$ cat src/rtl/softmax_seq_if.sv
// Handshake bundle for softmax_seq: a score vector in, a weight vector out.
interface softmax_seq_if #(
    parameter int unsigned N  = 4,
    parameter int unsigned DW = 16
);
    logic                 in_valid;
    logic                 in_ready;
    logic signed [DW-1:0] scores [N];
    logic                 out_valid;
    logic                 out_ready;
    logic signed [DW-1:0] weights [N];

    modport master (
        output in_valid, scores, out_ready,
        input  in_ready, out_valid, weights
    );

    modport slave (
        input  in_valid, scores, out_ready,
        output in_ready, out_valid, weights
    );
endinterface

$ cat src/rtl/softmax_seq.sv
// Sequential Q8.8 softmax: max search, piecewise exp2, restoring divide, N elements each.
// Define SOFTMAX_LOG2E_EN to scale d by ~log2(e) so the weights approximate e^-d instead of 2^-d.
module softmax_seq #(
    parameter int unsigned N  = 4,
    parameter int unsigned DW = 16
) (
    input logic          clk,
    input logic          rst,
    softmax_seq_if.slave bus
);
    localparam int unsigned SW = DW + $clog2(N);
    localparam int unsigned IW = (N > 1) ? $clog2(N) : 1;
`ifdef SOFTMAX_LOG2E_EN
    localparam int unsigned XW = DW + 2;
`else
    localparam int unsigned XW = DW + 1;
`endif

    typedef enum logic [2:0] {StIdle, StMax, StExp, StDiv, StDone} state_e;

    state_e               state_q;
    logic signed [DW-1:0] s_q [N];
    logic signed [DW-1:0] m_q;
    logic [8:0]           e_q [N];
    logic [SW-1:0]        sum_q;
    logic [IW-1:0]        idx_q;
    logic [3:0]           step_q;
    logic [SW-1:0]        rem_q;
    logic [15:0]          dvd_q;
    logic signed [DW-1:0] w_q [N];
    logic                 in_ready_q;
    logic                 out_valid_q;

    logic [DW:0]    d;
    logic [XW-1:0]  x;
    logic [XW-9:0]  di;
    logic [7:0]     df;
    logic [8:0]     e_cur;
    logic [SW-1:0]  rem_cur;
    logic [15:0]    dvd_cur;
    logic [SW:0]    trial;
    logic [SW-1:0]  rem_nxt;
    logic [15:0]    dvd_nxt;

    // Exponent of the current element; m >= s always, so d is non-negative.
    always_comb begin
        d = {m_q[DW-1], m_q} - {s_q[idx_q][DW-1], s_q[idx_q]};
`ifdef SOFTMAX_LOG2E_EN
        x = XW'(d) + (XW'(d) >> 1) - (XW'(d) >> 4);
`else
        x = d;
`endif
        di = x[XW-1:8];
        df = x[7:0];
        e_cur = 9'd0;
        if (di < (XW-8)'(9)) begin
            e_cur = (9'd256 - {2'b00, df[7:1]}) >> di[3:0];
        end
    end

    // One restoring-divide step. The dividend is e<<8 (17 bits); bit 16 seeds the remainder
    // since sum >= 256 means that quotient bit is always zero.
    always_comb begin
        rem_cur = rem_q;
        dvd_cur = dvd_q;
        if (step_q == 4'd0) begin
            rem_cur = SW'(e_q[idx_q][8]);
            dvd_cur = {e_q[idx_q][7:0], 8'h00};
        end
        trial   = {rem_cur, dvd_cur[15]};
        rem_nxt = trial[SW-1:0];
        dvd_nxt = {dvd_cur[14:0], 1'b0};
        if (trial >= {1'b0, sum_q}) begin
            rem_nxt = SW'(trial - {1'b0, sum_q});
            dvd_nxt[0] = 1'b1;
        end
    end

    always_ff @(posedge clk) begin
        if (rst) begin
            state_q     <= StIdle;
            in_ready_q  <= 1'b1;
            out_valid_q <= 1'b0;
            m_q         <= '0;
            sum_q       <= '0;
            idx_q       <= '0;
            step_q      <= '0;
            rem_q       <= '0;
            dvd_q       <= '0;
            for (int i = 0; i < N; i++) begin
                s_q[i] <= '0;
                e_q[i] <= '0;
                w_q[i] <= '0;
            end
        end else begin
            unique case (state_q)
                StIdle: begin
                    if (bus.in_valid && in_ready_q) begin
                        s_q        <= bus.scores;
                        in_ready_q <= 1'b0;
                        idx_q      <= '0;
                        state_q    <= StMax;
                    end
                end
                StMax: begin
                    if (idx_q == '0 || s_q[idx_q] > m_q) m_q <= s_q[idx_q];
                    if (idx_q == IW'(N - 1)) begin
                        idx_q   <= '0;
                        state_q <= StExp;
                    end else begin
                        idx_q <= idx_q + IW'(1);
                    end
                end
                StExp: begin
                    e_q[idx_q] <= e_cur;
                    sum_q      <= (idx_q == '0) ? SW'(e_cur) : sum_q + SW'(e_cur);
                    if (idx_q == IW'(N - 1)) begin
                        idx_q   <= '0;
                        step_q  <= '0;
                        state_q <= StDiv;
                    end else begin
                        idx_q <= idx_q + IW'(1);
                    end
                end
                StDiv: begin
                    rem_q  <= rem_nxt;
                    dvd_q  <= dvd_nxt;
                    step_q <= step_q + 4'd1;
                    if (step_q == 4'd15) begin
                        w_q[idx_q] <= DW'(dvd_nxt[8:0]);
                        if (idx_q == IW'(N - 1)) begin
                            out_valid_q <= 1'b1;
                            state_q     <= StDone;
                        end else begin
                            idx_q <= idx_q + IW'(1);
                        end
                    end
                end
                StDone: begin
                    if (bus.out_ready) begin
                        out_valid_q <= 1'b0;
                        in_ready_q  <= 1'b1;
                        state_q     <= StIdle;
                    end
                end
                default: state_q <= StIdle;
            endcase
        end
    end

    assign bus.in_ready  = in_ready_q;
    assign bus.out_valid = out_valid_q;
    assign bus.weights   = w_q;
endmodule

$ cat src/flat_wrapper.sv
// flat-port wrapper written by rule: the top's interface ports become plain ports
module softmax_seq_flat 
#(
    parameter int unsigned N  = 4,
    parameter int unsigned DW = 16
)
  (clk, rst, bus_in_valid, bus_scores, bus_out_ready, bus_in_ready, bus_out_valid, bus_weights);
  softmax_seq_if #(.N(N), .DW(DW)) bus_i ();
  input logic clk;
  input logic rst;
  input wire logic [$bits(bus_i.in_valid)-1:0] bus_in_valid;
  input wire logic [$bits(bus_i.scores)-1:0] bus_scores;
  input wire logic [$bits(bus_i.out_ready)-1:0] bus_out_ready;
  output wire logic [$bits(bus_i.in_ready)-1:0] bus_in_ready;
  output wire logic [$bits(bus_i.out_valid)-1:0] bus_out_valid;
  output wire logic [$bits(bus_i.weights)-1:0] bus_weights;
  assign bus_i.in_valid = bus_in_valid;
  assign bus_i.scores = {>>{bus_scores}};
  assign bus_i.out_ready = bus_out_ready;
  assign bus_in_ready = bus_i.in_ready;
  assign bus_out_valid = bus_i.out_valid;
  assign bus_weights = {>>{bus_i.weights}};
  softmax_seq #(.N(N), .DW(DW)) u_core (.clk(clk), .rst(rst), .bus(bus_i));
endmodule
$ cat config.mk
export PLATFORM = sky130hd
export DESIGN_NAME = softmax_seq_flat
export DESIGN_NICKNAME = d
export VERILOG_FILES = /design/src/rtl/softmax_seq_if.sv /design/src/rtl/softmax_seq.sv /design/src/flat_wrapper.sv
export SDC_FILE = /design/constraint.sdc
export NUM_CORES = 1
export LEC_CHECK = 0
export ABC_AREA = 0
export CAP_MARGIN = 30
export CORE_MARGIN = 3
export CORE_UTILIZATION = 40
export DETAILED_ROUTE_END_ITERATION = 6
export PLACE_DENSITY = 0.72
export SLEW_MARGIN = 20
export SYNTH_ARGS = -nofsm -noshare
export SYNTH_HDL_FRONTEND = slang
export SYNTH_SLANG_ARGS = --single-unit
$ cat constraint.sdc
create_clock -name clk -period 15.4 [get_ports clk]
set_clock_uncertainty 0.15 [all_clocks]
set_input_delay 3.08 -clock clk [delete_from_list [all_inputs] [get_ports clk]]
set_output_delay 3.08 -clock clk [all_outputs]
set_load 0.02 [all_outputs]
==> reports/qor.txt, run 1 <==
status: finished clean
Final Setup Violations: 0
Max FO, Critical Path: 21
CP most frequent cell: a21oi_1
Fin Setup TNS: 0 ns
DRT Wirelength: 28900 um
Vias/cell: 5.41
ys async rst share: 0
slew margin rel.: 0.352
Initial Util: 0.409
total CTS buffers: 23
worst-margin pin slew: 0.971 ns
total grt overflow: 0
ys flop type: dfxtp_1
H-tree depth: 1
number of synthesized flops with an enable pin: 36
Critical Path RT: 15.67 ns
total clock sinks: 217
Cell variety after synth: 74
Final Cycle Share: 0.452
die area: 31700 sq um
unrepaired setup endpoints after global routing: no
number of port buffers: 105
Power Density: 109 nW/um^2
CP Class: flip-flop to flip-flop
I/O pin total: 134
clk slew on worst S/H paths: 0.06 ns
Die Wd: 178 um
Critical Path Slowest Stage Cell: dfxtp_1
worst path arrival time: 7.24 ns
Layout Nets: 1616
metal2 WL: 13600 um
initial antenna violation count: 0
cell taking the most area after synthesis: dfxtp_1
Initial DRC Count: 772
Max Fclk: 0.144 GHz
peak supply drop: 0.0840 mV
CTS-repair resized insts: 0
fin util: 0.481
Synth Instances: 1433
pin count of the biggest net entering global routing: 97
hpwl dp: 20600 um
per-cell routed wire length: 15.3 um
leakage power: 5.31 nW
hold crit path type: flip-flop to flip-flop
DRC violations left: 0
warnings from Yosys: 0
Post-CTS Setup Inserts: 0
Routability Congestion: 0.893
critical path capture point type: flip-flop
Post-Syn Area: 11800 sq um
first-pass GRT wire length: 47600 um
share of layout cells above drive strength 1: 0.0701
Yosys top cell area share: 0.306
DRT Pass-1 Iters: 5
vias: 10300
Setup crit start kind: flip-flop
Worst-Skew Late Latency: 0.52 ns
critical path's largest stage delay: 0.95 ns
Antenna Cells: 0
smallest hold slack: 0.304 ns
Max Cap Viol: 0
All-Layer GR Usage: 0.178
metal3 WL: 1730 um
Metal-1 WL: 13300 um
CTS Buffer Depth: 3
Final Critical Period: 6.97 ns
Seq cells post-synth: 217
Fillers: 2718
row cnt: 62
CTS tree: built
Avg Cell Area, Syn: 8.26 sq um
area grow syn2layout: 17.6%
post-cts hold buffer count: 0
crit-path cells: mux4_2 -> nand2_1 -> fa_1 -> a21o_1 -> a311oi_1 -> o211ai_1 -> nand2_1 -> mux2_2 -> o21ai_0 -> a21oi_1 -> o31ai_1 -> inv_1 -> ha_1 -> fa_1 -> a21o_1 -> a21oi_1 -> o21bai_1 -> a21oi_1 -> o21bai_1 -> a21oi_1 -> o21ba_2 -> nor3_1 -> o21a_1
Slew Limit Fails: 0
CORE AREA: 28900 sq um
Hold Vio Cnt, Final: 0
root buffer cell: clkbuf_16
top post-synthesis cells by area: dfxtp_1 (31%), edfxtp_1 (9.1%), a21oi_1 (7.8%)
top sig layer: met4
Post-DRT Antenna Nets: 0
number of global-route vias before repair: 9628
Die Span Y: 178 um
post-synthesis sequential area ratio: 0.398
[worst max-delay path, delay by kind of cell, from the launching register on]
kind / cells / cell delay [ns]
AND/OR/NAND/NOR: 3 / 0.54
adder cells (fa/ha/maj): 3 / 1.06
AO/OA/AOI/OAI: 14 / 3.20
flip-flops: 1 / 0.95
buffers and inverters: 1 / 0.10
multiplexers: 2 / 0.84
[cells by family (layout without fill, tap and decap cells)]
group	count (synthesis)	in the layout	share of synthesized area
fa+ha+maj	52	52	0.0569
xor+xnor	30	30	0.0222
compound gates	370	370	0.195
buf+inv	175	228	0.0647
mux	45	45	0.0655
other cells	1	28	0.000317
simple gates	543	543	0.198
flops	217	217	0.398
[per-layer routing]
layer / vias up / global-route usage
li1: 5090 / -
met1: 4846 / 0.249
met2: 291 / 0.293
met3: 30 / 0.0296
met4: 0 / 0.0347
met5: - / 0
[cell usage in the layout, fill, tap and decap left out, types with 36 or more instances in the layout]
cell	Yosys	layout
o21ai_0	41	41
ha_1	49	49
a21oi_1	184	184
edfxtp_1	36	36
dfxtp_1	181	181
nor2_1	207	206
inv_1	68	68
clkdlybuf4s50_1	0	104
nand2_1	200	199
[metrics by stage]
stage               instance area (sq um)  std cells  power, mW  setup WS [ns]
finish                              13900       1897       1.51           8.43
global route                        13900       1897       1.58           7.83
CTS                                 13900       1895       1.51           8.49
detailed placement                  13100       1853      0.938           8.53
global placement                    13000       1851      0.931           8.76
floorplan                           11900       1460      0.866           8.86
[final cells by class]
cell class                 count  area [sq um]  share of cell area
multi-input combinational   1068          6480               0.466
timing repair buffer         117          1180              0.0847
tap                          384           480              0.0345
sequential                   217          4700               0.338
clock inverter                 9          91.3             0.00657
inverter                      69           259              0.0186
clock buffer                  33           716              0.0515
[power breakdown]
part           leakage, nW  switching (mW)  internal [mW]
clock network        0.401           0.233          0.343
registers             1.84          0.0107          0.593
logic                 3.07           0.201          0.130
total                 5.31           0.445           1.07
[path summary, 6_finish.rpt]
check	startpoint	slack, ns	cells after the start	endpoint
max	u_core.idx_q[1]	8.43	23	u_core.sum_q[10]
min	u_core.s_q[63]	0.30	2	u_core.s_q[63]
max reg2reg	u_core.idx_q[1]	8.43	23	u_core.sum_q[10]
min reg2reg	u_core.s_q[63]	0.30	2	u_core.s_q[63]
[synth_stat cells, drive strengths merged, types with 4 or more instances]
master / count
buf: 39
nor3: 28
mux2: 6
or2: 5
mux2i: 14
dfxtp: 181
xnor2: 25
o22ai: 5
nand2b: 6
nor4: 4
a21oi: 185
nor2b: 7
and2: 21
ha: 49
nand2: 200
a31oi: 11
and3: 9
mux4: 25
a211oi: 22
xor2: 5
o32ai: 4
o21bai: 6
o211ai: 8
a21o: 16
inv: 68
a311oi: 10
or4: 4
o31ai: 13
nand4: 7
o21a: 11
a211o: 4
o21ai: 42
nand3b: 4
edfxtp: 36
clkbuf: 67
nor2: 208
nand3: 23
nor3b: 7
or3: 7
[flip-flops by register name, summed over array words and instances (netlist names), named ones only]
signal,count
u_core.rem_q,18
u_core.m_q,16
u_core.step_q,4
u_core.dvd_q,16
u_core.bus.weights,36
u_core.state_q,3
u_core.bus.in_ready,1
u_core.e_q,36
u_core.bus.out_valid,1
u_core.sum_q,18
u_core.idx_q,2
u_core.s_q,64
No activity file was read; power rests on OpenSTA's default activity.
==> run 2, diff against run 1 <==
--- a/config.mk
+++ b/config.mk
@@ -10,7 +10,7 @@
 export CORE_MARGIN = 3
 export CORE_UTILIZATION = 40
 export DETAILED_ROUTE_END_ITERATION = 6
-export PLACE_DENSITY = 0.72
+export PLACE_DENSITY = 0.74
 export SLEW_MARGIN = 20
 export SYNTH_ARGS = -nofsm -noshare
 export SYNTH_HDL_FRONTEND = slang
==> constraint.sdc (replaced) <==
create_clock -name clk -period 6.2 [get_ports clk]
set_clock_uncertainty 0.15 [all_clocks]
set_input_delay 1.24 -clock clk [delete_from_list [all_inputs] [get_ports clk]]
set_output_delay 1.24 -clock clk [all_outputs]
set_load 0.02 [all_outputs]
==> run 2 against run 1 <==
  * Combinational power increased to 2.8 times the previous value
  * Largest power group unchanged
  * Sequential share of layout area decreased by 0.57 points
  * Critical path depth unchanged
  * Critical endpoint is now u_core.sum_q[17]
  * Sequential cell count unchanged
  * Non-clock buffer count increased by 21
  * Die area unchanged
  * Global-route usage increased by 0.17 points
==> reports/qor.txt, run 2 (same netlist as run 1, synthesis figures left out) <==
status: finished clean
met2 Usage GRT: 0.297 (+0.00318)
Max Fclk: 0.167 GHz (+17%)
Layout Nets: 1638 (+1.4%)
critical path capture point type: flip-flop
Final Critical Period: 5.97 ns (-0.995 ns)
leakage power: 5.44 nW (+2.3%)
die area: 31700 sq um (unchanged)
Routability Congestion: 0.919 (+2.9%)
CTS Buffer Depth: 3 (unchanged)
Setup crit start kind: flip-flop
total CTS buffers: 24 (+4.3%)
number of global-route vias before repair: 9860 (+2.4%)
max reg flops: 64 (unchanged)
Initial Util: 0.409 (unchanged)
DRT Wirelength: 29300 um (+1.2%)
per-cell routed wire length: 15.3 um (about the same)
Slew Limit Fails: 0 (unchanged)
Final Setup Violations: 0 (unchanged)
DRT Pass-1 Iters: 5 (unchanged)
CP bufs+invs: 3 (+2)
vias: 10400 (+1.1%)
DRC violations left: 0 (unchanged)
Post-CTS Setup Inserts: 0 (unchanged)
area grow syn2layout: 19.6%
All-Layer GR Usage: 0.180 (+0.00168)
hold crit path type: flip-flop to flip-flop
Fillers: 2650 (-2.5%)
Initial DRC Count: 796 (+3.1%)
Max Cap Viol: 0 (unchanged)
CTS tree: built
CORE AREA: 28900 sq um (unchanged)
most common cell after layout, fill and taps aside: nor2_1
Hold Vio Cnt, Final: 0 (unchanged)
row cnt: 62 (unchanged)
M3 GR Usage: 0.0345 (+0.00490)
most frequent cells in the layout: nor2_1 (206), nand2_1 (198), a21oi_1 (181)
Power Density: 270 nW/um^2 (+150%)
slew margin rel.: 0.398 (+0.0459)
total clock sinks: 217 (unchanged)
H-tree depth: 1 (unchanged)
Post-DRT Antenna Nets: 0 (unchanged)
CP Class: flip-flop to flip-flop
Die Wd: 178 um (unchanged)
Max FO, Critical Path: 7 (-67%)
Biggest register: u_core.s_q
Final Cycle Share: 0.963 (+0.511)
worst-margin pin slew: 0.896 ns (-0.0744 ns)
first-pass GRT wire length: 47800 um (+0.54%)
final worst setup slack: 0.227 ns (-8.21 ns)
root buffer cell: clkbuf_16
worst path arrival time: 6.24 ns (-1.00 ns)
number of port buffers: 105 (unchanged)
Tot Pwr: 3.82 mW (+150%)
Critical Path RT: 6.47 ns (-9.20 ns)
initial antenna violation count: 0 (unchanged)
Antenna Cells: 0 (unchanged)
hpwl dp: 20900 um (+1.6%)
critical path's largest stage delay: 0.51 ns (-0.44 ns)
I/O pin total: 134 (unchanged)
CP most frequent cell: a21o_1
post-cts hold buffer count: 0 (unchanged)
crit-path cells: mux4_2 -> inv_1 -> ha_1 -> a21o_1 -> o21bai_2 -> buf_4 -> o21ai_0 -> a211o_1 -> nor2_2 -> o32ai_2 -> nor3_1 -> o31ai_2 -> inv_1 -> ha_1 -> a21o_1 -> a21oi_2 -> o21bai_1 -> a21oi_1 -> o21bai_1 -> a21o_1 -> a41o_1 -> nand4_1 -> mux2_2
Die Span Y: 178 um (unchanged)
Worst-Skew Late Latency: 0.53 ns (about the same)
clk slew on worst S/H paths: 0.06 ns (about the same)
share of layout cells above drive strength 1: 0.0990 (+0.0289)
delay-heaviest family, CP: compound AO/OA/AOI/OAI gates
pin count of the biggest net entering global routing: 88 (-9.3%)
Critical Path Slowest Stage Cell: mux4_2
busiest grt layer: met2
pre-CTS setup slack: 0.0625 ns (-8.46 ns)
total grt overflow: 0 (unchanged)
grt met1 use: 0.241 (-0.00725)
Vias/cell: 5.40 (about the same)
peak supply drop: 0.263 mV (+210%)
-- run 2: area by class of cell --
cell class / count / area, sq um / share of cell area
clock buffers: 32 / 702 / 0.0496
well taps: 384 / 480 / 0.0339
multi-input cells: 1068 / 6600 / 0.466
clock inverters: 12 / 82.6 / 0.00583
inverters: 69 / 259 / 0.0183
repair buffers: 138 / 1320 / 0.0935
flip-flops and latches: 217 / 4710 / 0.333
-- run 2: worst min-delay path: cells and delay by family (launching register included) --
family             cells  cell delay, ns
DFF                    1            0.30
and+or+nand+nor        1            0.05
AOI/OAI and AO/OA      1            0.05
-- run 2: path summary, 6_finish.rpt --
path / startpoint / endpoint / slack, ns / depth (start not counted)
setup reg to reg: u_core.idx_q[0] / u_core.sum_q[17] / 0.23 / 23
hold / removal: u_core.s_q[21] / u_core.s_q[21] / 0.30 / 2
setup / recovery: u_core.idx_q[0] / u_core.sum_q[17] / 0.23 / 23
hold reg to reg: u_core.s_q[21] / u_core.s_q[21] / 0.30 / 2
-- run 2: metal layers --
metal / part of all wire / vias to the layer above
met1: 0.44 / 4835
met4: 0.025 / 0
li1: - / 5135
met5: 0 / -
met3: 0.067 / 57
met2: 0.47 / 344
-- run 2: stage by stage --
stage | hold slack (ns) | instances | instance area [sq um] | utilization | setup TNS, ns
finish | 0.302 | 1920 | 14200 | 0.489 | 0
global route | 0.323 | 1920 | 14200 | 0.489 | -0.174
CTS | 0.303 | 1919 | 14000 | 0.485 | 0
detailed placement | 0.295 | 1875 | 13200 | 0.457 | 0
global placement | 0.289 | 1873 | 13200 | 0.456 | 0
floorplan | 0.282 | 1460 | 11900 | - | 0
-- run 2: power breakdown --
part	total (mW)	switching, mW	internal [mW]
clock network	1.38	0.585	0.800
registers	1.50	0.0241	1.47
logic	0.940	0.551	0.389
-- run 2: repair_timing --
item,in CTS,in global routing
gates resized for setup,0,27
setup endpoints to repair,0,12
hold endpoints to repair,0,0
